--- config.mk ---
export PLATFORM = sky130hd
export DESIGN_NAME = or1200_wb_dual_arb
export DESIGN_NICKNAME = d
export VERILOG_FILES = /design/src/rtl/or1200_wb_dual_arb.sv
export SDC_FILE = /design/constraint.sdc
export NUM_CORES = 1
export LEC_CHECK = 0
export CORE_AREA = 2 2 125 127
export DETAILED_ROUTE_END_ITERATION = 8
export DIE_AREA = 0 0 127 129
export GPL_TIMING_DRIVEN = 0
export PLACE_DENSITY_LB_ADDON = 0.3
export SETUP_SLACK_MARGIN = 0.5
export SYNTH_ARGS = -nofsm -noshare
export SYNTH_HDL_FRONTEND = slang
export SYNTH_SLANG_ARGS = --single-unit
--- constraint.sdc ---
create_clock -name clk_i -period 1.8 [get_ports clk_i]
set_clock_uncertainty 0.05 [all_clocks]
set_input_delay 0.27 -clock clk_i [delete_from_list [all_inputs] [get_ports clk_i]]
set_output_delay 0.27 -clock clk_i [all_outputs]
set_load 0.02 [all_outputs]
--- src/rtl/or1200_wb_dual_arb.sv ---
// Round-robin Wishbone arbiter sharing one slave between OR1200 iwb (m0) and dwb (m1); grant takes 1 cycle,
// held for the whole master cycle; slave stalls pass straight through, hung strobes are ended with err by a watchdog.
module or1200_wb_dual_arb #(
  parameter int AW      = 32,
  parameter int DW      = 32,
  parameter int TIMEOUT = 256
) (
  input  logic            clk_i,
  input  logic            rst_i,
  input  logic            m0_cyc_i,
  input  logic            m0_stb_i,
  input  logic            m0_we_i,
  input  logic            m0_cab_i,
  input  logic [DW/8-1:0] m0_sel_i,
  input  logic [AW-1:0]   m0_adr_i,
  input  logic [DW-1:0]   m0_dat_i,
  output logic [DW-1:0]   m0_dat_o,
  output logic            m0_ack_o,
  output logic            m0_err_o,
  output logic            m0_rty_o,
  input  logic            m1_cyc_i,
  input  logic            m1_stb_i,
  input  logic            m1_we_i,
  input  logic            m1_cab_i,
  input  logic [DW/8-1:0] m1_sel_i,
  input  logic [AW-1:0]   m1_adr_i,
  input  logic [DW-1:0]   m1_dat_i,
  output logic [DW-1:0]   m1_dat_o,
  output logic            m1_ack_o,
  output logic            m1_err_o,
  output logic            m1_rty_o,
  output logic            s_cyc_o,
  output logic            s_stb_o,
  output logic            s_we_o,
  output logic            s_cab_o,
  output logic [DW/8-1:0] s_sel_o,
  output logic [AW-1:0]   s_adr_o,
  output logic [DW-1:0]   s_dat_o,
  input  logic [DW-1:0]   s_dat_i,
  input  logic            s_ack_i,
  input  logic            s_err_i,
  input  logic            s_rty_i,
  output logic [1:0]      grant_o,
  output logic            timeout_o
);

  localparam int               CW      = (TIMEOUT > 0) ? $clog2(TIMEOUT + 1) : 1;
  localparam bit               WD_EN   = (TIMEOUT > 0);
  localparam logic [CW-1:0]    CNT_MAX = CW'((TIMEOUT > 0) ? TIMEOUT - 1 : 0);

  typedef enum logic [1:0] {IDLE, GNT0, GNT1} state_t;

  state_t        state_q, state_d;
  logic          last_gnt_q, last_gnt_d;
  logic [CW-1:0] cnt_q, cnt_d;
  logic          stb_raw, resp, fire, g0, g1;

  always_ff @(posedge clk_i) begin
    if (rst_i) begin
      state_q    <= IDLE;
      last_gnt_q <= 1'b1;
      cnt_q      <= '0;
    end else begin
      state_q    <= state_d;
      last_gnt_q <= last_gnt_d;
      cnt_q      <= cnt_d;
    end
  end

  always_comb begin
    state_d    = state_q;
    last_gnt_d = last_gnt_q;
    case (state_q)
      IDLE: begin
        if (m0_cyc_i && m1_cyc_i) state_d = last_gnt_q ? GNT0 : GNT1;
        else if (m0_cyc_i)        state_d = GNT0;
        else if (m1_cyc_i)        state_d = GNT1;
      end
      GNT0: if (!m0_cyc_i) begin
        state_d    = m1_cyc_i ? GNT1 : IDLE;
        last_gnt_d = 1'b0;
      end
      GNT1: if (!m1_cyc_i) begin
        state_d    = m0_cyc_i ? GNT0 : IDLE;
        last_gnt_d = 1'b1;
      end
      default: state_d = IDLE;
    endcase
  end

  assign g0 = (state_q == GNT0);
  assign g1 = (state_q == GNT1);

  always_comb begin
    s_cyc_o = 1'b0;
    stb_raw = 1'b0;
    s_we_o  = 1'b0;
    s_cab_o = 1'b0;
    s_sel_o = '0;
    s_adr_o = '0;
    s_dat_o = '0;
    if (g0) begin
      s_cyc_o = m0_cyc_i;
      stb_raw = m0_stb_i;
      s_we_o  = m0_we_i;
      s_cab_o = m0_cab_i;
      s_sel_o = m0_sel_i;
      s_adr_o = m0_adr_i;
      s_dat_o = m0_dat_i;
    end else if (g1) begin
      s_cyc_o = m1_cyc_i;
      stb_raw = m1_stb_i;
      s_we_o  = m1_we_i;
      s_cab_o = m1_cab_i;
      s_sel_o = m1_sel_i;
      s_adr_o = m1_adr_i;
      s_dat_o = m1_dat_i;
    end
  end

  // A real slave response in the expiry cycle takes priority over the watchdog.
  assign resp      = s_ack_i | s_err_i | s_rty_i;
  assign fire      = WD_EN && s_cyc_o && stb_raw && !resp && (cnt_q == CNT_MAX);
  assign s_stb_o   = stb_raw & ~fire;
  assign timeout_o = fire;

  always_comb begin
    cnt_d = '0;
    if (WD_EN && s_cyc_o && stb_raw && !resp && !fire && (state_d == state_q))
      cnt_d = cnt_q + 1'b1;
  end

  assign m0_dat_o = s_dat_i;
  assign m1_dat_o = s_dat_i;
  assign m0_ack_o = g0 & s_ack_i;
  assign m0_err_o = g0 & (s_err_i | fire);
  assign m0_rty_o = g0 & s_rty_i;
  assign m1_ack_o = g1 & s_ack_i;
  assign m1_err_o = g1 & (s_err_i | fire);
  assign m1_rty_o = g1 & s_rty_i;
  assign grant_o  = {g1, g0};

endmodule
==> results <==
logic make-up after synthesis:
family                   count (synthesis)  share of synthesized area, %
XOR/XNOR                                 3                         1.343
AND/OR/NAND/NOR                         40                         14.26
buffers and inverters                   93                         32.03
AO/OA/AOI/OAI                           85                         38.81
adder cells (fa/ha/maj)                  2                         1.279
flip-flops                              12                         12.28
final cells by class:
type,instances,area [um^2],share of cell area (%)
Inverter,7,33.78,0.4901
Multi-Input combinational cell,130,1836,26.63
Buffer,86,863.3,12.52
Tap cell,188,235.2,3.413
Sequential cell,12,250.2,3.630
Clock buffer,4,88.84,1.289
Timing Repair Buffer,335,3586,52.02
registers in the layout, indices dropped and copies added (netlist names):
register	count
last_gnt_q	1
cnt_q	9
state_q	2
layout by cell type (no fill, tap or decap), types with 3 or more instances in the layout:
cell	n
buf_4	81
nand2_1	4
buf_12	13
nand2b_4	3
o21ai_0	3
or3_1	4
dfxtp_1	8
clkbuf_16	8
a22o_4	70
buf_8	8
and2_4	5
clkdlybuf4s50_1	209
buf_16	4
a211oi_2	3
buf_6	98
inv_1	4
nor3_2	5
nor3_4	3
metrics by stage:
stage | worst slack, ns | util [%] | hold WS (ns)
6_report | -0.2850 | 46.02 | 0.3701
3_3_place_gp | -0.7907 | 39.71 | 0.4006
3_5_place_dp | -0.7689 | 39.71 | 0.4115
4_1_cts | -0.2982 | 44.04 | 0.4701
2_1_floorplan | -0.03266 | - | 0.3268
5_1_grt | -0.3567 | 46.02 | 0.3872
layer usage:
layer	part of all wire (%)	wire [um]	vias to the layer above	track usage [%]
met2	56	6849	150	26.25
met4	0.32	40	0	0.8403
met1	37	4580	1444	14.71
li1	-	-	1494	-
met3	6.9	848	6	2.328
met5	0	0	-	0
what timing repair did:
item,CTS,global route
resized for setup,523,44
cloned,7,3
setup endpoints to repair,90,90
setup buffers,23,9
pin swaps,8,11
worst min-delay path by stage:
stage                         endpoint  depth (start not counted)
2_1_floorplan  last_gnt_q$_SDFFE_PP1P_                          1
3_3_place_gp       cnt_q[0]$_SDFF_PP0_                          1
3_5_place_dp       cnt_q[0]$_SDFF_PP0_                          1
4_1_cts            cnt_q[7]$_SDFF_PP0_                          2
5_1_grt          state_q[1]$_SDFF_PP0_                          2
6_report         state_q[1]$_SDFF_PP0_                          2
power by group:
group	switching, mW	leakage [nW]	internal, mW	total (mW)
Combinational	0.716	3.03	1.19	1.90
Clock	0.116	0.0442	0.335	0.452
Sequential	0.00583	0.0996	0.270	0.276
Total	0.838	3.18	1.79	2.63
==> metrics.md <==
| Metric | Value |
|---|---|
| Status | `finished, violations left` |
| Failing checks | `negative setup slack` |
| Detailed-route wire length | `12.32 mm` |
| Critical path's slowest cell | `a211o_4` |
| Drt first pass iters | `4` |
| Max Freq | `479.6 MHz` |
| WL/cell | `16.17 um` |
| Post-layout nets | `758` |
| Reg2reg path depth | `8` |
| Max Cap Viol | `0` |
| CTS tree | `yes` |
| Vias | `3094` |
| CORE AREA | `14980 um^2` |
| DP Wirelength | `9.786 mm` |
| PortBufs | `293` |
| Hold Crit Class | `input pin to flip-flop` |
| First-pass GRT wire length | `17.09 mm` |
| Tot Pwr | `2.631 mW` |
| RSZ-0062 raised after global routing | `yes` |
| CP max stage delay | `0.37 ns` |
| Fill cells | `1384` |
| Fin cells | `762` |
| Synth Register Bits | `12` |
| Clock-pin slew on the worst setup and hold paths | `0.04 ns` |
| R2r startpoint | `cnt_q[0]$_SDFF_PP0_` |
| Hold_sp | `m1_cyc_i` |
| Post-synthesis async set-or-reset flop share | `0%` |
| Max VDD drop | `413.7 uV` |
| Largest net degree at the start of global routing | `11` |
| CP Depth | `5` |
| Reg2reg end | `cnt_q[6]$_SDFF_PP0_` |
| Crit. End Element | `output port` |
| Final WS setup | `-0.2850 ns` |
| Sequential element share of the synthesized area | `12.28%` |
| Gr ovfl total | `0` |
| Fin crit period | `2.085 ns` |
| Final Max Tran Viols | `0` |
| CTS Buf Count | `3` |
| Commonest cells in the netlist | `70 x a22o_1, 67 x buf_4, 12 x dfxtp_1, 9 x buf_2, 7 x inv_1` |
| Crit Path Category | `flip-flop to output port` |
| Top cell type by total area after synthesis | `a22o_1` |
| Initial Utilization | `13.07%` |
| Worst Path Arrival | `1.77 ns` |
| Cells after Synth | `235` |
| Synthesized net count | `418` |
| CTS hold repair buffers | `0` |
| Top cell family by delay on the critical path | `compound AO/OA/AOI/OAI gates` |
| Die width | `127 um` |
| Post-synth top area share | `31.33%` |
| Required @ worst endpoint | `1.48 ns` |
| Setup TNS | `-11.19 ns` |
| Register-to-Register Setup Slack | `-0.12 ns` |
| Antenna violations before repair | `0` |
| # setup viols final | `77` |
| CP Launch Type | `flip-flop` |
| Netlist cell types | `33` |
| Tcrit/Tclk final | `115.8%` |
| EDFF count, synth | `0` |
| Std-Cell Rows | `45` |
| I/O pin count | `326` |
| DR vias/cell | `4.060` |
| CTS Sinks | `12` |
| Slew at the pin with the worst max-slew slack | `0.2812 ns` |
| Gpl congestion | `0.7624` |
| Worst Setup EP | `m0_err_o` |
| Clk Latency, worst-skew pair | `0.24 ns` |
| Syn_area_per_cell | `8.327 um^2` |
| Diode count | `0` |
| Cell area after synthesis | `1957 um^2` |
| Synth Warn # | `0` |
| Post-Layout Inst Area | `6893 um^2` |
| Root Buffer | `clkbuf_16` |
| Crit-path cells | `buf_6 -> nand3b_4 -> a211o_4 -> o41ai_4 -> buf_4` |
| Placed inst area | `5947 um^2` |
| Max Fanout on Critical Path | `4` |
| Die area | `16380 um^2` |
| Synth top area cells | `a22o_1 31%, buf_4 26%, dfxtp_1 12%` |
| Layout cells sized above 1 | `55.57%` |
| Final ANT Viol Nets | `0` |
| Die height | `129 um` |
| Worst rel slew slack | `81.12%` |
| Pleak | `3.177 nW` |
| Commonest register cell after synthesis | `dfxtp_1` |
| Total track usage | `12.99%` |
| Max Root-Sink Buffers | `2` |
| Pwr per Cell Area | `381.7 nW/um^2` |
| H-Tree Depth | `1` |
| Iter 0 DRT Violations | `52` |
| Vias in the first global route | `3127` |
| Drt drc | `0` |
| WP buf/inv | `2` |
| Top-count cell post-synth | `a22o_1` |
| CP Launch Point | `state_q[0]$_SDFF_PP0_` |
| Number of instances in the placed design | `716` |
| Synth-to-Final Area Change | `252.2%` |
| Fin. Hold Viols | `0` |
Note: power is estimated with default switching activity, not from simulation.
